`config.mk`:
```
export PLATFORM = sky130hd
export DESIGN_NAME = mem_port_arbiter_flat
export DESIGN_NICKNAME = d
export VERILOG_FILES = /design/src/rtl/mem_port_arbiter_if.sv /design/src/rtl/mem_port_arbiter.sv /design/src/flat_wrapper.sv
export SDC_FILE = /design/constraint.sdc
export NUM_CORES = 1
export LEC_CHECK = 0
export ABC_AREA = 0
export BUFFER_PORTS_ARGS = -buffer_cell sky130_fd_sc_hd__buf_2
export CAP_MARGIN = 20
export CORE_AREA = 4 4 101 103
export CTS_BUF_LIST = sky130_fd_sc_hd__clkbuf_4 sky130_fd_sc_hd__clkbuf_8 sky130_fd_sc_hd__clkbuf_16
export CTS_CLUSTER_DIAMETER = 200
export DETAILED_ROUTE_END_ITERATION = 16
export DIE_AREA = 0 0 105 107
export GPL_TIMING_DRIVEN = 0
export PLACE_DENSITY_LB_ADDON = 0.25
export SLEW_MARGIN = 30
export SYNTH_ARGS = -nofsm -noshare
export SYNTH_HDL_FRONTEND = slang
export SYNTH_SLANG_ARGS = --single-unit
export TNS_END_PERCENT = 20
```
`constraint.sdc`:
```
create_clock -name clk -period 3.3 [get_ports clk]
set_input_delay 0.33 -clock clk [delete_from_list [all_inputs] [get_ports clk]]
set_output_delay 0.33 -clock clk [all_outputs]
set_load 0.005 [all_outputs]
```
`src/rtl/mem_port_arbiter_if.sv`:
```
// Bundle of the fetch, load/store and memory-port signals around mem_port_arbiter.
// The master modport is the arbiter's view; slave is the requester/memory side.
interface mem_port_arbiter_if #(
    parameter int unsigned ADDR   = 32,
    parameter int unsigned W_DATA = 32
);
    logic              if_req_i;
    logic [ADDR-1:0]   if_addr_i;
    logic              if_grant_o;
    logic              if_valid_o;
    logic [W_DATA-1:0] if_data_o;

    logic              ls_req_i;
    logic              ls_write_i;
    logic [ADDR-1:0]   ls_addr_i;
    logic [W_DATA-1:0] ls_wdata_i;
    logic              ls_grant_o;
    logic              ls_valid_o;
    logic [W_DATA-1:0] ls_rdata_o;

    logic              mem_en_o;
    logic              mem_we_o;
    logic [ADDR-1:0]   mem_addr_o;
    logic [W_DATA-1:0] mem_wdata_o;
    logic [W_DATA-1:0] mem_rdata_i;

    logic              stall_o;

    modport master (
        input  if_req_i, if_addr_i,
        input  ls_req_i, ls_write_i, ls_addr_i, ls_wdata_i,
        input  mem_rdata_i,
        output if_grant_o, if_valid_o, if_data_o,
        output ls_grant_o, ls_valid_o, ls_rdata_o,
        output mem_en_o, mem_we_o, mem_addr_o, mem_wdata_o,
        output stall_o
    );

    modport slave (
        output if_req_i, if_addr_i,
        output ls_req_i, ls_write_i, ls_addr_i, ls_wdata_i,
        output mem_rdata_i,
        input  if_grant_o, if_valid_o, if_data_o,
        input  ls_grant_o, ls_valid_o, ls_rdata_o,
        input  mem_en_o, mem_we_o, mem_addr_o, mem_wdata_o,
        input  stall_o
    );
endinterface

```
`src/rtl/mem_port_arbiter.sv`:
```
// Shares one synchronous memory port between fetch (read-only) and load/store.
// Load/store has priority; a starvation counter forces a fetch grant after STARVE_MAX ls wins.
module mem_port_arbiter #(
    parameter int unsigned ADDR       = 32,
    parameter int unsigned W_DATA     = 32,
    parameter int unsigned MEM_LAT    = 1,
    parameter int unsigned STARVE_MAX = 4
) (
    input logic             clk,
    input logic             reset,
    mem_port_arbiter_if.master bus
);

    localparam int unsigned CntW = $clog2(MEM_LAT + 1);
    localparam int unsigned StW  = $clog2(STARVE_MAX + 1);
    localparam logic [CntW-1:0] LatLast   = CntW'(MEM_LAT);
    localparam logic [StW-1:0]  StarveTop = StW'(STARVE_MAX);

    typedef enum logic [1:0] {
        StIdle,
        StIfWait,
        StLsWait
    } state_e;

    state_e            state_q, state_d;
    logic [CntW-1:0]   cnt_q, cnt_d;
    logic [StW-1:0]    starve_q, starve_d;

    logic              rd_done;
    logic              eligible;
    logic              if_win;
    logic              ls_win;
    logic              ls_read;
    logic              if_valid;
    logic              ls_valid;
    logic [ADDR-1:0]   addr_sel;
    logic [W_DATA-1:0] wdata_sel;

    // Grants are suppressed while reset is held so every output reads 0 immediately.
    always_comb begin
        rd_done  = (state_q != StIdle) && (cnt_q == LatLast);
        eligible = !reset && ((state_q == StIdle) || rd_done);
        ls_win   = eligible && bus.ls_req_i &&
                   !(bus.if_req_i && (starve_q == StarveTop));
        if_win   = eligible && !ls_win && bus.if_req_i;
        ls_read  = ls_win && !bus.ls_write_i;
        if_valid = (state_q == StIfWait) && rd_done;
        ls_valid = (state_q == StLsWait) && rd_done;
    end

    always_comb begin
        state_d  = state_q;
        cnt_d    = cnt_q;
        starve_d = starve_q;

        if ((state_q != StIdle) && !rd_done) begin
            cnt_d = cnt_q + CntW'(1);
        end else if (eligible) begin
            if (if_win) begin
                state_d = StIfWait;
                cnt_d   = CntW'(1);
            end else if (ls_read) begin
                state_d = StLsWait;
                cnt_d   = CntW'(1);
            end else begin
                state_d = StIdle;
                cnt_d   = '0;
            end
        end

        if (!bus.if_req_i || if_win) begin
            starve_d = '0;
        end else if (ls_win && (starve_q != StarveTop)) begin
            starve_d = starve_q + StW'(1);
        end
    end

    always_ff @(posedge clk or posedge reset) begin
        if (reset) begin
            state_q  <= StIdle;
            cnt_q    <= '0;
            starve_q <= '0;
        end else begin
            state_q  <= state_d;
            cnt_q    <= cnt_d;
            starve_q <= starve_d;
        end
    end

    always_comb begin
        addr_sel  = '0;
        wdata_sel = '0;
        if (if_win) begin
            addr_sel = bus.if_addr_i;
        end else if (ls_win) begin
            addr_sel  = bus.ls_addr_i;
            wdata_sel = bus.ls_wdata_i;
        end
    end

    always_comb begin
        bus.if_grant_o  = if_win;
        bus.ls_grant_o  = ls_win;
        bus.if_valid_o  = if_valid;
        bus.if_data_o   = if_valid ? bus.mem_rdata_i : '0;
        bus.ls_valid_o  = ls_valid;
        bus.ls_rdata_o  = ls_valid ? bus.mem_rdata_i : '0;
        bus.mem_en_o    = if_win || ls_win;
        bus.mem_we_o    = ls_win && bus.ls_write_i;
        bus.mem_addr_o  = addr_sel;
        bus.mem_wdata_o = wdata_sel;
        bus.stall_o     = !reset && ((bus.ls_req_i && !ls_win) ||
                                     ((state_q == StLsWait) && !ls_valid));
    end

endmodule

```
`src/flat_wrapper.sv`:
```
// flat-port wrapper written by rule: the top's interface ports become plain ports
module mem_port_arbiter_flat 
#(
    parameter int unsigned ADDR       = 32,
    parameter int unsigned W_DATA     = 32,
    parameter int unsigned MEM_LAT    = 1,
    parameter int unsigned STARVE_MAX = 4
)
  (clk, reset, bus_if_req_i, bus_if_addr_i, bus_ls_req_i, bus_ls_write_i, bus_ls_addr_i, bus_ls_wdata_i, bus_mem_rdata_i, bus_if_grant_o, bus_if_valid_o, bus_if_data_o, bus_ls_grant_o, bus_ls_valid_o, bus_ls_rdata_o, bus_mem_en_o, bus_mem_we_o, bus_mem_addr_o, bus_mem_wdata_o, bus_stall_o);
  mem_port_arbiter_if #(.ADDR(ADDR), .W_DATA(W_DATA)) bus_i ();
  input logic clk;
  input logic reset;
  input wire logic [$bits(bus_i.if_req_i)-1:0] bus_if_req_i;
  input wire logic [$bits(bus_i.if_addr_i)-1:0] bus_if_addr_i;
  input wire logic [$bits(bus_i.ls_req_i)-1:0] bus_ls_req_i;
  input wire logic [$bits(bus_i.ls_write_i)-1:0] bus_ls_write_i;
  input wire logic [$bits(bus_i.ls_addr_i)-1:0] bus_ls_addr_i;
  input wire logic [$bits(bus_i.ls_wdata_i)-1:0] bus_ls_wdata_i;
  input wire logic [$bits(bus_i.mem_rdata_i)-1:0] bus_mem_rdata_i;
  output wire logic [$bits(bus_i.if_grant_o)-1:0] bus_if_grant_o;
  output wire logic [$bits(bus_i.if_valid_o)-1:0] bus_if_valid_o;
  output wire logic [$bits(bus_i.if_data_o)-1:0] bus_if_data_o;
  output wire logic [$bits(bus_i.ls_grant_o)-1:0] bus_ls_grant_o;
  output wire logic [$bits(bus_i.ls_valid_o)-1:0] bus_ls_valid_o;
  output wire logic [$bits(bus_i.ls_rdata_o)-1:0] bus_ls_rdata_o;
  output wire logic [$bits(bus_i.mem_en_o)-1:0] bus_mem_en_o;
  output wire logic [$bits(bus_i.mem_we_o)-1:0] bus_mem_we_o;
  output wire logic [$bits(bus_i.mem_addr_o)-1:0] bus_mem_addr_o;
  output wire logic [$bits(bus_i.mem_wdata_o)-1:0] bus_mem_wdata_o;
  output wire logic [$bits(bus_i.stall_o)-1:0] bus_stall_o;
  assign bus_i.if_req_i = bus_if_req_i;
  assign bus_i.if_addr_i = bus_if_addr_i;
  assign bus_i.ls_req_i = bus_ls_req_i;
  assign bus_i.ls_write_i = bus_ls_write_i;
  assign bus_i.ls_addr_i = bus_ls_addr_i;
  assign bus_i.ls_wdata_i = bus_ls_wdata_i;
  assign bus_i.mem_rdata_i = bus_mem_rdata_i;
  assign bus_if_grant_o = bus_i.if_grant_o;
  assign bus_if_valid_o = bus_i.if_valid_o;
  assign bus_if_data_o = bus_i.if_data_o;
  assign bus_ls_grant_o = bus_i.ls_grant_o;
  assign bus_ls_valid_o = bus_i.ls_valid_o;
  assign bus_ls_rdata_o = bus_i.ls_rdata_o;
  assign bus_mem_en_o = bus_i.mem_en_o;
  assign bus_mem_we_o = bus_i.mem_we_o;
  assign bus_mem_addr_o = bus_i.mem_addr_o;
  assign bus_mem_wdata_o = bus_i.mem_wdata_o;
  assign bus_stall_o = bus_i.stall_o;
  mem_port_arbiter #(.ADDR(ADDR), .W_DATA(W_DATA), .MEM_LAT(MEM_LAT), .STARVE_MAX(STARVE_MAX)) u_core (.clk(clk), .reset(reset), .bus(bus_i));
endmodule
```
After elaboration in Yosys (flattened, before gate mapping)
Index checks and enable logic that the tools add are counted.
{"block": "word_totals", "register_bits": 6, "in_bits": 133, "out_inout_bits": 135, "elab_cells": 56}
{"block": "op_classes", "n_addsub": 2, "n_eq_ne": 4, "muxes": 14, "bitwise_logic": 1, "n_reduce_logical": 32}
{"cell": "32-bit two-way mux", "count": 6}
{"cell": "1-bit logical AND", "count": 16}
{"cell": "1-bit zero test", "count": 7}
{"cell": "3-bit two-way mux", "count": 2}
{"cell": "2-bit nonzero test", "count": 3}
{"cell": "1-bit logical OR", "count": 4}
{"cell": "1-bit two-way mux", "count": 4}
{"cell": "2-bit two-way mux", "count": 2}
{"cell": "3-bit by 1-bit adder with 3-bit output, second input constant", "count": 1}
{"cell": "3-bit == test, second input constant", "count": 1}
{"cell": "3-bit != test, second input constant", "count": 1}
{"cell": "2-bit by 1-bit == test with 1-bit output, second input constant", "count": 1}
{"cell": "2-bit == test, second input constant", "count": 1}
{"cell": "2-bit zero test", "count": 1}
{"cell": "2-bit AND reduction", "count": 1}
{"cell": "1-bit adder, second input constant", "count": 1}
{"cell": "1-bit NOT", "count": 1}

Depth between registers and ports, before layout
Gate-level depths: netlist of run 1.
{"block": "logic_depth", "depth_word": 12, "mapped_depth": 7, "ltp_nobuf": 5}

Worst setup path before layout of run 1
Ideal clock, no wire load.
{"block": "synth_timing", "path_type": "reg2out", "start": "register u_core.starve_q[0]", "end": "output port bus_mem_addr_o[10]", "t_arrival_ps": 1407, "required_ps": 2970, "path_slack_ps": 1563, "stages_incl_launch_ff": 8, "n_path_buf": 2, "cell_sequence": "dfrtp_1 -> inv_1 -> ha_1 -> nand3_2 -> buf_4 -> buf_1 -> nand3_1 -> a21oi_2"}
{"block": "synth_between", "elab_chain_len": 8, "word_cells_on_any_way": 9, "cone_classes": "eq/ne (1); mux (2); reduce/logical (6)"}
{"element": "from (decl)", "line": "mem_port_arbiter.sv:27", "source": "logic [StW-1:0] starve_q, starve_d;"}
{"element": "from (signal assigned)", "line": "mem_port_arbiter.sv:86", "source": "starve_q <= starve_d;"}
{"element": "3-bit == test (*)", "line": "mem_port_arbiter.sv:44", "source": "!(bus.if_req_i && (starve_q == StarveTop));"}
{"element": "1-bit logical AND (*)", "line": "mem_port_arbiter.sv:44"}
{"element": "1-bit zero test (*)", "line": "mem_port_arbiter.sv:44"}
{"element": "1-bit logical AND (*)", "line": "mem_port_arbiter.sv:43", "source": "ls_win = eligible && bus.ls_req_i &&"}
{"element": "1-bit zero test", "line": "mem_port_arbiter.sv:45", "source": "if_win = eligible && !ls_win && bus.if_req_i;"}
{"element": "1-bit logical AND (2 in a row)", "line": "mem_port_arbiter.sv:45"}
{"element": "32-bit two-way mux (*)", "line": "mem_port_arbiter.sv:93", "source": "if (if_win) begin"}
{"element": "to (decl)", "line": "flat_wrapper.sv:28", "source": "output wire logic [$bits(bus_i.mem_addr_o)-1:0] bus_mem_addr_o;"}
Every way passes the cells marked *; elsewhere a longest branch is shown, timed or not.

Worst setup path after layout of run 1
{"block": "layout_timing", "start": "register u_core.starve_q[0]", "end": "output port bus_stall_o"}
{"block": "layout_between", "elab_chain_len": 8}
{"element": "3-bit == test", "line": "mem_port_arbiter.sv:44"}
{"element": "1-bit logical AND", "line": "mem_port_arbiter.sv:44"}
{"element": "1-bit zero test", "line": "mem_port_arbiter.sv:44"}
{"element": "1-bit logical AND", "line": "mem_port_arbiter.sv:43"}
{"element": "1-bit zero test", "line": "mem_port_arbiter.sv:112", "source": "bus.stall_o = !reset && ((bus.ls_req_i && !ls_win) ||"}
{"element": "1-bit logical AND", "line": "mem_port_arbiter.sv:112"}
{"element": "1-bit logical OR", "line": "mem_port_arbiter.sv:112"}
{"element": "1-bit logical AND", "line": "mem_port_arbiter.sv:112"}
{"element": "to (decl)", "line": "flat_wrapper.sv:30", "source": "output wire logic [$bits(bus_i.stall_o)-1:0] bus_stall_o;"}
No other way between the ends.

==> results.toml, run 1 <==
[outcome]
outcome = "complete, no violations"

[synthesis]
yosysTopAreaCellShare_pct = 20.44
synth_top_area_cell = "and2_1"
synthCells = 303
ys.flop_type = "dfrtp_1"
synth_commonest_cells = "and2_1, nand2_1, a21o_1, and3_1, nand3_1"
synth_most_common_cell = "and2_1"
yosys_warnings = 0
synth_area_per_cell_um2 = 6.566
syn-num-nets = 438
synth_area_leaders = "and2_1, a21oi_2, a21o_1"
synth.cell_area_um2 = 1989
synth_edf_count = 0
ys_seq_area_share_pct = 7.547
synth.distinct_cells = 35
async_flop_share_pct = 100.0
ys_ff_latch = 6

[min_path]
hold_class = "input pin to async pin"

[placement]
hpwl_mm = 9.221
io_buffer_count = 265
gp_congestion = 0.8048
dpl_worst_slack_ns = 1.150

[sta]
setup-violations-final = 0
setup-tns-final_ns = 0
min_period_ns = 2.353
fin_skew_ns = 0.0005017
fin_crit_sh_pct = 71.31
rsz0062_at_grt = "false"
fmax_mhz = 425.0
tightestPinTransition_ns = 0.5548
setup_ws_ns = 0.9469
timing.slew.headroom_pct = 63.02
report.final.slew_viol_count = 0
hold_violations = 0
whs_ns = 0.2067

[routing]
drt_iter0_markers = 132
ant_nets = 0
routed_via_density = 4.575
drc = 0
drt_pass1_iterations = 4
wl_per_cell_um = 15.61
routed-via-count = 3125
wl_mm = 10.66

[clock_tree]
cts_buffer_depth = 2
path_clk_slew_ns = 0.04
clock-root-buffer = "clkbuf_8"
numClockSinks = 6
post_cts_buffers = 0
cts_tree = "done"
h-tree-depth = 1
hold_buffers = 0
numCtsBuffers = 3
worstSkewPairLatency_ns = 0.23
cts_resized = 0

[global_routing]
grt_max_degree = 11
grt_pass1_vias = 3099
track_usage_pct = 17.27
grt_pass1_wl_mm = 15.84
antenna_found_initial = 2
gr-total-overflow = 0

[final_layout]
sequential_cell_area_um2 = 150.1
multi_input_area_um2 = 1638
drive_above_1_share_pct = 55.52
syn2layout_area_growth_pct = 75.85
nets = 708
fillers = 1031

[die]
die_w_um = 105
initial_core_util_pct = 21.63
die-area_um2 = 11240
fp-row-count = 35
core_um2 = 9196
die_h_um = 107
io_pins = 268

[setup_path]
regToRegEndpoint = "u_core.cnt_q"
worst_ep_arrival_time_ns = 2.02
endpoint = "bus_stall_o"
critPathMaxFanout = 10
path_buf_inv = 3
critical_path.max_stage_delay_ns = 0.46
r2r_start = "u_core.starve_q[0]"
worst_r2r_path_depth = 6
regToRegSetupSlack_ns = 1.81
crit_required_ns = 2.97
cp-end-kind = "output pin"
crit_family = "buffers and inverters"
crit_slowest_cell = "clkbuf_1"
worst-path-stages = 7
critical_path.startpoint = "u_core.starve_q[0]"
crit_type = "flip-flop to output pin"
startpoint_type = "flip-flop"
path_cells = "inv_1 -> ha_1 -> nand3_2 -> clkbuf_1 -> nand3_1 -> a31o_2 -> buf_2"

[power]
combPwrFrac_pct = 69.9
peakVddDrop_mv = 0.06570
leakage_nw = 2.185
p_per_area_nw_per_um2 = 197.7
switching_share_pct = 41.77
pwr-share-clk_pct = 16.7
internal-power_mw = 0.4027
finalPower_mw = 0.6917
seqPwrFrac_pct = 13.4
power.net_switching_mw = 0.2889

[job]
drv_cap = 0
[power by group through the flow]
| stage | Sequential, mW | Combinational, mW | Clock, mW |
|---|---|---|---|
| 3_3_place_gp | 0.0929 | 0.483 | 0 |
| 3_5_place_dp | 0.0936 | 0.490 | 0 |
| 2_1_floorplan | 0.0906 | 0.251 | 0 |
| 4_1_cts | 0.0927 | 0.491 | 0.119 |
| 6_report | 0.0929 | 0.483 | 0.115 |
| 5_1_grt | 0.0949 | 0.540 | 0.126 |
[final cells by class]
class,instances,area share (%)
multi-input cells,256,46.82
repair buffers,265,37.91
well taps,111,3.970
plain buffers,36,5.222
diodes,1,0.07153
inverters,5,0.5365
clock buffers,3,1.180
flip-flops and latches,6,4.292
[per-stage QoR]
| stage | instance area, µm² | cells | utilization (%) |
|---|---|---|---|
| 6_report | 3498 | 683 | 38.04 |
| 2_1_floorplan | 1989 | 303 | - |
| 5_1_grt | 3496 | 682 | 38.01 |
| 4_1_cts | 3496 | 682 | 38.01 |
| 3_3_place_gp | 3455 | 679 | 37.56 |
| 3_5_place_dp | 3455 | 679 | 37.56 |
[cell families after synthesis]
group / share of synthesized area, %
buffers and inverters: 10.13
AOI/OAI and AO/OA: 30.75
and+or+nand+nor: 50.32
adders and majority gates: 1.258
DFF: 7.547
[sequential cells by signal (all words and copies together) (netlist names)]
signal           count
u_core.starve_q      3
u_core.state_q       2
u_core.cnt_q         1
[worst min-delay path by stage]
stage          slack, ns  start  cells past startpoint                 end
2_1_floorplan       0.34  reset                      2        u_core.cnt_q
3_3_place_gp        0.43  reset                      2        u_core.cnt_q
3_5_place_dp        0.45  reset                      2        u_core.cnt_q
4_1_cts             0.21  reset                      2        u_core.cnt_q
5_1_grt             0.24  reset                      2  u_core.starve_q[1]
6_report            0.21  reset                      2  u_core.starve_q[1]
[cells in the final DEF (no fill, tap or decap), drive strengths merged, types with 2 or more instances in the layout]
master  netlist  layout
buf          17     282
and2         65      65
nand3        34      34
ha            2       2
clkbuf       19      22
a21oi        32      32
and3         33      33
a21o         33      33
inv           5       5
dfrtp         6       6
nand2        36      36
nor2          4       4
[per-layer routing]
metal	track usage, %	share of wire [%]	wire length, µm
met1	17.64	35	3724
met2	34.97	54	5780
met3	4.395	9.4	1002
met4	3.561	1.2	127
met5	0	0.25	27
No activity file was read; power rests on OpenSTA's default activity.
==> inputs of run 2 (changes only) <==
CORE_AREA = 4 4 102 104   (was 4 4 101 103)
DIE_AREA = 0 0 106 108   (was 0 0 105 107)
clock period = 2.1 ns   (was 3.3 ns; I/O delays follow)
==> run 2 against run 1 <==
Clock power is 57% higher. Non-clock buffer count is 5 higher. Core utilization is 0.13 points lower. Final area is 3.5% higher. Die area is 1.9% higher. Flip-flop and latch count stayed put. First-iteration DRC count is 8.3% higher. Via count is 1.5% higher. Count of clock-buffer cells in the layout stayed put.
==> results.toml, run 2 (synthesized netlist as in run 1, its figures left out) <==
[die]
die_w_um = 106
die_h_um = 108
io_pins = 268
core_um2 = 9549
fp-row-count = 36
die-area_um2 = 11450
initial_core_util_pct = 20.83

[sta]
timing.slew.headroom_pct = 65.37
min_period_ns = 1.993
fmax_mhz = 501.9
whs_ns = 0.08309
hold_violations = 0
setup-violations-final = 0
tightestPinTransition_ns = 0.5194
setup_ws_ns = 0.1074
fin_crit_sh_pct = 94.88
report.final.slew_viol_count = 0
setup-tns-final_ns = 0
fin_skew_ns = 0.0008289

[final_layout]
nets = 713
final_common_cell = "buf_2"
fillers = 1062
fin_cells = 710
drive_above_1_share_pct = 57.47
final_cell_area_um2 = 3620
largest_reg_flops = 3
reg_top3 = "u_core.starve_q: 3 flops, u_core.state_q: 2 flops, u_core.cnt_q: 1 flops"
syn2layout_area_growth_pct = 81.95
regMostFlops = "u_core.starve_q"
mostFrequentLayoutCells = "buf_2, and2_1, nand2_1"

[clock_tree]
worstSkewPairLatency_ns = 0.23
h-tree-depth = 1
numClockSinks = 6
clock-root-buffer = "clkbuf_8"
path_clk_slew_ns = 0.04
hold_buffers = 0
cts_tree = "done"
numCtsBuffers = 3
cts_buffer_depth = 2

[routing]
drc = 0
ant_nets = 0
routed-via-count = 3173
drt_iter0_markers = 143
drt_pass1_iterations = 4
wl_per_cell_um = 14.14
wl_mm = 10.04
routed_via_density = 4.469

[power]
p_per_area_nw_per_um2 = 300.9
power.net_switching_mw = 0.4505
pwr-share-clk_pct = 16.7
combPwrFrac_pct = 70.0
leakage_nw = 2.239
peakVddDrop_mv = 0.1015
internal-power_mw = 0.6388
switching_share_pct = 41.36
seqPwrFrac_pct = 13.4

[global_routing]
gr-total-overflow = 0
antenna_found_initial = 1
grt_pass1_vias = 3074
grt_max_degree = 11
grt_pass1_wl_mm = 14.97
track_usage_pct = 15.82

[setup_path]
worst_ep_arrival_time_ns = 1.78
crit_type = "flip-flop to output pin"
crit_required_ns = 1.89
startpoint_type = "flip-flop"
cp-end-kind = "output pin"
critPathMaxFanout = 10

[placement]
dpl_worst_slack_ns = 0.02670
gp_congestion = 0.8126
numPlacedInstances = 701
placement.cell_area_um2 = 3482
io_buffer_count = 265
hpwl_mm = 8.580

[outcome]
outcome = "complete, no violations"

[min_path]
hold_class = "input pin to async pin"

[job]
drv_cap = 0
run 2: cell types whose count changed in the layout (fill, tap and decap cells not counted), moves of 2 or more:
cell | previous run | this run
buf_1 | 3 | 0
buf_4 | 2 | 6
clkbuf_1 | 19 | 15
clkbuf_2 | 0 | 4
buf_2 | 273 | 275
run 2: path summary, 6_finish.rpt:
path,to,startpoint,cells past startpoint,slack [ns]
max in group asynchronous,u_core.starve_q[0],reset,2,1.80
worst max-delay path,bus_mem_addr_o[22],u_core.starve_q[0],8,0.11
min in group clk,u_core.state_q[1],bus_ls_write_i,2,0.22
worst min-delay path,u_core.cnt_q,reset,2,0.08
worst min register to register,u_core.cnt_q,u_core.cnt_q,1,0.59
worst max register to register,u_core.cnt_q,u_core.starve_q[0],7,0.57
run 2: power groups by stage:
| stage | clock network (mW) | registers [mW] | logic, mW |
|---|---|---|---|
| floorplan | 0 | 0.142 | 0.395 |
| global placement | 0 | 0.146 | 0.755 |
| detailed placement | 0 | 0.147 | 0.764 |
| CTS | 0.185 | 0.145 | 0.768 |
| global route | 0.190 | 0.149 | 0.853 |
| finish | 0.181 | 0.146 | 0.762 |
run 2: per-layer routing:
layer	share of wire [%]	up-vias	wire [µm]	GRT usage, %
met4	1.7	0	172	4.625
met3	9.3	9	930	3.642
li1	-	1584	-	-
met2	53	150	5321	30.97
met1	36	1430	3611	16.82
met5	0	-	0	0
run 2: layout make-up:
cell class	instances	area (µm²)	share of cell area, %
diodes	1	2.502	0.06913
flip-flops and latches	6	150.1	4.148
well taps	133	166.4	4.597
plain buffers	36	201.4	5.565
inverters	5	18.77	0.5185
multi-input cells	256	1658	45.80
clock buffers	3	41.29	1.141
repair buffers	270	1381	38.16
run 2: metrics by stage:
stage               total power, mW  util, %
finish                        1.089    37.91
global placement             0.9013    36.46
detailed placement           0.9103    36.46
floorplan                    0.5375        -
CTS                           1.099    37.13
global route                  1.191    37.91
run 2: critical path: stages (launching register included):
cell	delay, ns
dfrtp_1	0.40
inv_2	0.09
ha_4	0.15
nand3_4	0.12
buf_8	0.16
buf_4	0.16
a21o_1	0.19
a21oi_2	0.13
buf_2	0.13
run 2: repair_timing:
action | 4_1_cts | 5_1_grt
resized for setup | 9 | 7
gates cloned | 0 | 1
buffers inserted | 0 | 4
setup endpoints to repair | 46 | 59
pin swaps | 0 | 1
